===== config.mk =====
export PLATFORM = sky130hd
export DESIGN_NAME = anim_sequencer
export DESIGN_NICKNAME = d
export VERILOG_FILES = /design/src/rtl/anim_pkg.sv /design/src/rtl/sprite_addr_gen.sv /design/src/rtl/anim_sequencer.sv
export SDC_FILE = /design/constraint.sdc
export NUM_CORES = 1
export LEC_CHECK = 0
export ABC_CLOCK_PERIOD_IN_PS = 2770
export CAP_MARGIN = 20
export CORE_MARGIN = 2
export CORE_UTILIZATION = 44
export CTS_CLUSTER_SIZE = 24
export DETAILED_ROUTE_END_ITERATION = 16
export GPL_ROUTABILITY_DRIVEN = 1
export GPL_TIMING_DRIVEN = 0
export PLACE_DENSITY_LB_ADDON = 0.25
export SLEW_MARGIN = 10
export SYNTH_ARGS = -nofsm -noshare
export SYNTH_HDL_FRONTEND = slang
export SYNTH_SLANG_ARGS = --single-unit

===== constraint.sdc =====
create_clock -name i_clk -period 2.77 [get_ports i_clk]
set_clock_uncertainty 0.2 [all_clocks]
set_input_delay 0.277 -clock i_clk [delete_from_list [all_inputs] [get_ports i_clk]]
set_output_delay 0.277 -clock i_clk [all_outputs]
set_load 0.05 [all_outputs]

===== src/rtl/anim_pkg.sv =====
// Shared types and constants for the goose sprite animation sequencer.
package anim_pkg;

    typedef enum logic [1:0] {
        IDLE  = 2'd0,
        PLAY  = 2'd1,
        DRAIN = 2'd2
    } state_t;

    localparam int LUT_DIM = 32;  // sprite bitmap is LUT_DIM x LUT_DIM
    localparam int LUT_AW  = 5;   // log2(LUT_DIM)
    localparam int PIX_W   = 3;   // palette index width
    localparam int FRAME_W = 3;   // frame index width (up to 8 frames)

endpackage


===== src/rtl/sprite_addr_gen.sv =====
// Address stage: tests the beam against the scaled sprite box and converts
// the beam position into registered sprite-local LUT coordinates.
module sprite_addr_gen
    import anim_pkg::*;
#(
    parameter int SPRITE_X0  = 304,
    parameter int SPRITE_Y0  = 224,
    parameter int SCALE_LOG2 = 1,
    parameter int COORD_W    = 10
) (
    input  logic               i_clk,
    input  logic               i_rst_n,
    input  logic               i_video_active,
    input  logic [COORD_W-1:0] i_hpos,
    input  logic [COORD_W-1:0] i_vpos,
    output logic [LUT_AW-1:0]  o_lut_x,
    output logic [LUT_AW-1:0]  o_lut_y,
    output logic               o_hit
);

    // One extra bit so the subtraction never aliases a left-of-box column
    // onto a valid in-box offset.
    localparam logic [COORD_W:0] X0_C   = (COORD_W+1)'(SPRITE_X0);
    localparam logic [COORD_W:0] Y0_C   = (COORD_W+1)'(SPRITE_Y0);
    localparam logic [COORD_W:0] SPAN_C = (COORD_W+1)'(LUT_DIM << SCALE_LOG2);

    logic [COORD_W:0] w_hpos;
    logic [COORD_W:0] w_vpos;
    logic [COORD_W:0] w_dx;
    logic [COORD_W:0] w_dy;
    logic             w_hit;

    // Offsets from the sprite origin and the in-box test.
    always_comb begin
        w_hpos = {1'b0, i_hpos};
        w_vpos = {1'b0, i_vpos};
        w_dx   = w_hpos - X0_C;
        w_dy   = w_vpos - Y0_C;
        w_hit  = i_video_active
               & (w_hpos >= X0_C) & (w_dx < SPAN_C)
               & (w_vpos >= Y0_C) & (w_dy < SPAN_C);
    end

    // Register the hit flag and the down-scaled coordinates; misses park at 0.
    always_ff @(posedge i_clk) begin
        if (!i_rst_n) begin
            o_hit   <= 1'b0;
            o_lut_x <= '0;
            o_lut_y <= '0;
        end else begin
            o_hit   <= w_hit;
            o_lut_x <= w_hit ? w_dx[SCALE_LOG2 +: LUT_AW] : '0;
            o_lut_y <= w_hit ? w_dy[SCALE_LOG2 +: LUT_AW] : '0;
        end
    end

endmodule


===== src/rtl/anim_sequencer.sv =====
// Goose sprite animation sequencer: frame stepping on vsync, sprite
// addressing and a 2-cycle pixel pipeline toward the colour stage.
module anim_sequencer
    import anim_pkg::*;
#(
    parameter int NUM_FRAMES = 8,
    parameter int SPRITE_X0  = 304,
    parameter int SPRITE_Y0  = 224,
    parameter int SCALE_LOG2 = 1,
    parameter int COORD_W    = 10
) (
    input  logic               i_clk,
    input  logic               i_rst_n,
    input  logic               i_enable,
    input  logic [3:0]         i_speed,
    input  logic               i_vsync_pulse,
    input  logic               i_video_active,
    input  logic [COORD_W-1:0] i_hpos,
    input  logic [COORD_W-1:0] i_vpos,
    input  logic [PIX_W-1:0]   i_pixel_in,
    output logic [FRAME_W-1:0] o_frame_sel,
    output logic [LUT_AW-1:0]  o_lut_x,
    output logic [LUT_AW-1:0]  o_lut_y,
    output logic [PIX_W-1:0]   o_pixel_out,
    output logic               o_sprite_hit,
    output logic               o_loop_done
);

    localparam logic [FRAME_W-1:0] LAST_FRAME = FRAME_W'(NUM_FRAMES - 1);

    state_t             r_state;
    state_t             w_state_nxt;
    logic [FRAME_W-1:0] r_frame;
    logic [FRAME_W-1:0] w_frame_nxt;
    logic [3:0]         r_tick;
    logic [3:0]         w_tick_nxt;
    logic               r_loop_done;
    logic               w_wrap;

    logic [FRAME_W-1:0] w_adv_frame;
    logic [3:0]         w_adv_tick;
    logic               w_adv_wrap;

    logic               w_hit_d1;
    logic [PIX_W-1:0]   r_pixel;
    logic               r_sprite_hit;

    // What one vsync does to the divider and frame index. ">=" lets a speed
    // reduction below the current count take effect on the next vsync.
    always_comb begin
        w_adv_frame = r_frame;
        w_adv_tick  = r_tick + 4'd1;
        w_adv_wrap  = 1'b0;
        if (r_tick >= i_speed) begin
            w_adv_tick  = '0;
            w_adv_wrap  = (r_frame == LAST_FRAME);
            w_adv_frame = w_adv_wrap ? '0 : r_frame + FRAME_W'(1);
        end
    end

    // FSM next state: IDLE parks at frame 0, PLAY steps, DRAIN steps until
    // the loop wraps so the sprite always comes to rest on frame 0.
    always_comb begin
        w_state_nxt = r_state;
        w_frame_nxt = r_frame;
        w_tick_nxt  = r_tick;
        w_wrap      = 1'b0;
        case (r_state)
            IDLE: begin
                w_frame_nxt = '0;
                w_tick_nxt  = '0;
                if (i_enable) w_state_nxt = PLAY;
            end
            PLAY: begin
                if (i_vsync_pulse) begin
                    w_frame_nxt = w_adv_frame;
                    w_tick_nxt  = w_adv_tick;
                    w_wrap      = w_adv_wrap;
                end
                if (!i_enable) w_state_nxt = DRAIN;
            end
            DRAIN: begin
                if (i_enable) begin
                    w_state_nxt = PLAY;
                end else if (i_vsync_pulse) begin
                    w_frame_nxt = w_adv_frame;
                    w_tick_nxt  = w_adv_tick;
                    w_wrap      = w_adv_wrap;
                    if (w_adv_wrap) w_state_nxt = IDLE;
                end
            end
            default: begin
                w_state_nxt = IDLE;
                w_frame_nxt = '0;
                w_tick_nxt  = '0;
            end
        endcase
    end

    // FSM, divider and loop-done pulse registers.
    always_ff @(posedge i_clk) begin
        if (!i_rst_n) begin
            r_state     <= IDLE;
            r_frame     <= '0;
            r_tick      <= '0;
            r_loop_done <= 1'b0;
        end else begin
            r_state     <= w_state_nxt;
            r_frame     <= w_frame_nxt;
            r_tick      <= w_tick_nxt;
            r_loop_done <= w_wrap;
        end
    end

    sprite_addr_gen #(
        .SPRITE_X0  (SPRITE_X0),
        .SPRITE_Y0  (SPRITE_Y0),
        .SCALE_LOG2 (SCALE_LOG2),
        .COORD_W    (COORD_W)
    ) u_addr (
        .i_clk          (i_clk),
        .i_rst_n        (i_rst_n),
        .i_video_active (i_video_active),
        .i_hpos         (i_hpos),
        .i_vpos         (i_vpos),
        .o_lut_x        (o_lut_x),
        .o_lut_y        (o_lut_y),
        .o_hit          (w_hit_d1)
    );

    // Pixel stage: capture the LUT result for in-box beams, else background.
    always_ff @(posedge i_clk) begin
        if (!i_rst_n) begin
            r_pixel      <= '0;
            r_sprite_hit <= 1'b0;
        end else begin
            r_pixel      <= w_hit_d1 ? i_pixel_in : '0;
            r_sprite_hit <= w_hit_d1;
        end
    end

    assign o_frame_sel  = r_frame;
    assign o_loop_done  = r_loop_done;
    assign o_pixel_out  = r_pixel;
    assign o_sprite_hit = r_sprite_hit;

endmodule


* After elaboration in Yosys (flattened, before gate mapping) *
Index checks and enable logic that the tools add are counted.

operators by class
  add/subtract/negate cells = 4
  order comparisons = 5
  eq/ne operators = 8
  mux-type cells = 19
  bitwise logic cells = 4
  reduce and logical (&&, ||, !) cells = 4

operator list
  cell                                                          count
  less-than comparator 11 x 7 -> 1 bit (second input constant)  2
  two-way mux 3 bit                                             4
  two-way mux 4 bit                                             3
  subtractor 10 x 8 -> 11 bit (second input constant)           1
  subtractor 10 x 9 -> 11 bit (second input constant)           1
  >= comparator 10 x 8 -> 1 bit (second input constant)         1
  >= comparator 10 x 9 -> 1 bit (second input constant)         1
  two-way mux 2 bit                                             5
  case mux 4 bit (2 select lines)                               1
  inequality test 2 bit (second input constant)                 3
  inequality test 3 bit (second input constant)                 2
  case mux 2 bit (3 select lines)                               1
  case mux 3 bit (2 select lines)                               1
  adder 4 x 1 -> 4 bit (second input constant)                  1
  AND 1 bit                                                     4
  >= comparator 4 bit                                           1
  AND reduction 2 bit                                           2
  AND reduction 4 bit                                           1
  adder 3 x 1 -> 3 bit (second input constant)                  1
  equality test 3 bit (second input constant)                   1
  two-way mux 1 bit                                             3
  equality test 2 x 1 -> 1 bit (second input constant)          1
  equality test 2 bit (second input constant)                   1
  zero test 2 bit                                               1
  case mux 1 bit (2 select lines)                               1

storage, ports and cells
  flip-flop bits (word level) = 25
  logic and storage cells = 53

* Depth between registers and ports, before layout *
  depth in word-level cells = 6
  depth in mapped cells = 6
  mapped depth without buffers = 6

* Hierarchy *
Synthesis repeated with hierarchy kept, for this count alone.

second synthesis, totals
  cells, all modules = 121
  area total of the unflattened synthesis = 1302.5 um^2

by module, submodules not included
  module           times used  cells each  area each (um^2)  seq. area each (um^2)
  anim_sequencer   1           82          789.5             280.3
  sprite_addr_gen  1           39          513.0             220.2

* Worst setup path after synthesis *
Ideal clock, no wire load.

  kind = register to register
  start point = register r_frame[0] (netlist: o_frame_sel[0])
  end point = register r_state[0]
  arrival time = 1.808 ns
  path slack = 0.691 ns
  stages on the path, launching flop included = 7
  path buffers = 0
  cells stage by stage = dfxtp_1 -> ha_1 -> ha_1 -> nand2_1 -> a211o_1 -> a22oi_1 -> mux2i_1

on the way
  word-level cells in the longest chain between the ends = 4

ends and longest elaborated chain
  element                          RTL line               source
  from (decl)                      anim_sequencer.sv:33   logic [FRAME_W-1:0] r_frame;
  from (signal assigned)           anim_sequencer.sv:109  r_frame <= w_frame_nxt;
  equality test 3 bit              anim_sequencer.sv:56   w_adv_wrap = (r_frame == LAST_FRAME);
  two-way mux 1 bit                anim_sequencer.sv:54   if (r_tick >= i_speed) begin
  inequality test 3 bit (no line)  n/a
  AND reduction 4 bit (no line)    n/a
  to (signal assigned)             anim_sequencer.sv:108  r_state <= w_state_nxt;
  to (decl)                        anim_sequencer.sv:31   state_t r_state;

No other way between the ends.
A chain may end at the register's enable or synchronous reset.

* Worst setup path in the final report *
  start point = register r_state[0]
  end point = register r_frame[0] (netlist: o_frame_sel[0])

on the way
  word-level cells in the longest chain between the ends = 2
  elaborated cells between the ends (all ways) = 4
  classes of those cells = 3 x eq/ne; 1 x mux

ends and longest elaborated chain
  element                                                                   RTL line              source
  equality test 2 bit or equality test 2 x 1 -> 1 bit (tied branches)       anim_sequencer.sv:68  case (r_state)
  case mux 3 bit (2 select lines) or inequality test 2 bit (tied branches)  n/a

Several ways; a longest one is shown, not always the timed one.

==> flow_summary.toml <==
[run_status]
outcome = "complete, no violations"

[floorplan]
die_area_um2 = 3060
initial_core_util_pct = 46.8
core_um2 = 2480
die_h_um = 55.3
io_pins = 50
core.rowCount = 18
die-width_um = 55.3

[timing]
tns_ns = 0
relSlewSlack_pct = 62.3
fin_crit_ns = 2.06
clock.fmax_mhz = 487
hold_viol = 0
rsz0062_at_grt = "no"
fin_hold_ws_ns = 0.303
setup_ws_ns = 0.715
worstMarginPinSlew_ns = 0.565
setup_viol = 0
slew_violations = 0
fin_crit_sh_pct = 74.2

[yosys]
syn_area_um2 = 1160
synth.distinct_cells = 31
synth-seq-cells = 25
avgSynthCellArea_um2 = 9.74
synth_top_area_share_pct = 43.2
yosys_warnings = 0
synthesis.instances = 119
yosys.area.top_type = "dfxtp_1"
synthTopCellsByArea = "dfxtp_1, ha_1, and2_1"
ys_seq_area_share_pct = 43.2
syn_nets = 164

[clock_network]
cts.sinks = 25
clkLatencyLatePin_ns = 0.31
hold_buffers = 0
cts_tree = "yes"
cts_resized = 0
clk_pin_slew_ns = 0.14
post_cts_buffers = 0
htree_num_levels = 1
cts_buffers = 3
cts_root_buf = "clkbuf_4"
clockBufferDepth = 2

[critical_path]
reg2reg_to = "o_frame_sel[0]"
critPathLaunch = "r_state[0]"
cp_data_required_time_ns = 2.75
crit_path_end_kind = "flop"
reg2regPathDepth = 6
endpoint = "o_frame_sel[0]"
crit_fanout = 7
rr_startpoint = "r_state[0]"
r2r_slack_ns = 0.71
criticalPathCategory = "reg -> reg"
cp.arrival_ns = 2.04
setup.worst_path.start_class = "flop"

[global_route]
grt_max_degree = 17
grt_pass1_vias = 948
track_usage_pct = 15.6
antenna_found_initial = 0
grt_pass1_wl_mm = 3.92
overflow = 0

[detailed_routing]
wirelength_mm = 2.32
wl_per_cell_um = 11.6
drtAntennaViolNets = 0
drt_iter0_drc = 4
dr.pass1.iters = 4
drc = 0
vias = 988
vias_per_cell = 4.94

[job]
cap_violations = 0

[finish]
final_common_cell = "clkdlybuf4s50_1"
final_cell_mix = "clkdlybuf4s50_1, dfxtp_1, nand2_1, ha_1, and2_1"
diodes = 0
final_net_count = 216
area.growth.synth_to_final_pct = 46.5
n_fill_cell = 209
layout-drive-gt1-share_pct = 4.12

[placement]
hpwl_mm = 1.93
port_buffers = 47
post-place-ws_ns = 0.407
gp_congestion = 0.719

[power]
power.leakage_nw = 0.706
power_frac_clock_pct = 20.0
switchingPower_mw = 0.269
worst_ir_drop_vdd_mv = 0.328
p_seq_share_pct = 47.7
p_int_mw = 0.571
netSwitchingFraction_pct = 32.0
pwr-share-comb_pct = 32.2
cellPowerDensity_nw_per_um2 = 495

[worst_hold_path]
hp-class = "in -> reg"
==> how the worst min path moves through the flow <==
stage	start	to	slack [ns]	depth (start not counted)
global route	i_vpos[4]	u_addr.o_lut_y[3]	0.28	2
global placement	o_frame_sel[1]	o_frame_sel[1]	0.28	2
finish	i_vpos[4]	u_addr.o_lut_y[3]	0.30	2
detailed placement	o_frame_sel[1]	o_frame_sel[1]	0.29	2
floorplan	i_vpos[5]	u_addr.o_lut_y[4]	0.15	1
CTS	i_vpos[4]	u_addr.o_lut_y[3]	0.29	2
==> cell usage after synthesis (all sizes together) <==
master   number
a211o         1
nor4          1
o21a          1
mux2i         3
inv           6
o22ai         3
o211ai        1
nand4b        1
nand2        15
and2          9
buf           1
dfxtp        25
nor2          4
a2111oi       1
nor3b         5
o21ai         1
xnor2         2
nor2b         2
and2b         1
a22oi         1
xor2          3
nand2b        3
clkbuf        2
a21boi        2
and3          4
a21oi         3
or3b          1
and4bb        1
ha           13
nand3         2
and3b         1
==> through the flow <==
stage	cell area [um^2]	utilization, %	power, mW	cells
global placement	1670	67.3	0.665	196
global route	1700	68.5	0.900	200
CTS	1700	68.5	0.851	200
detailed placement	1670	67.3	0.680	196
floorplan	1160	-	0.589	119
finish	1700	68.5	0.840	200
==> state kept, by name (all words and copies together) (netlist names) <==
register,count
u_addr.o_lut_y,5
u_addr.o_lut_x,5
r_state,2
o_loop_done,1
o_frame_sel,3
u_addr.o_hit,1
o_pixel_out,3
o_sprite_hit,1
r_tick,4
==> worst max-delay path: stages, from the launching register on <==
cell	delay [ns]
dfxtp_1	0.41
inv_1	0.08
ha_1	0.35
nand2b_1	0.14
nand2_1	0.14
a21oi_1	0.48
o22ai_1	0.14
==> power by group through the flow <==
| stage | Sequential [mW] | Clock (mW) | Combinational, mW |
|---|---|---|---|
| 2_1_floorplan | 0.408 | 0 | 0.181 |
| 3_3_place_gp | 0.407 | 0 | 0.257 |
| 3_5_place_dp | 0.409 | 0 | 0.271 |
| 4_1_cts | 0.401 | 0.177 | 0.273 |
| 5_1_grt | 0.404 | 0.190 | 0.307 |
| 6_report | 0.401 | 0.168 | 0.271 |
==> metal layers <==
metal  GRT usage (%)  part of all wire [%]  up-vias
met5               0                     0        -
met4            6.27                   1.2        0
met3            4.22                   6.7        2
met2            27.6                    51       28
met1            17.6                    41      452
li1                -                     -      506
==> area by class of cell <==
cell class              count  area [um^2]  share of cell area [%]
inverters                   6         22.5                    1.33
well taps                  30         37.5                    2.21
multi-input cells          85          621                    36.6
clock buffers               3         22.5                    1.33
repair buffers             47          470                    27.7
flip-flops and latches     25          500                    29.5
plain buffers               3         15.0                   0.884
clock inverters             1         8.76                   0.516
==> logic make-up after synthesis <==
kind of cell / synth area share, %
AOI/OAI and AO/OA: 8.64
xor gates and xnor gates: 3.78
adders and majority gates: 14.0
buffers and inverters: 3.24
DFF: 43.2
muxes: 2.59
and+or+nand+nor: 24.5
No activity file was read; power rests on OpenSTA's default activity.
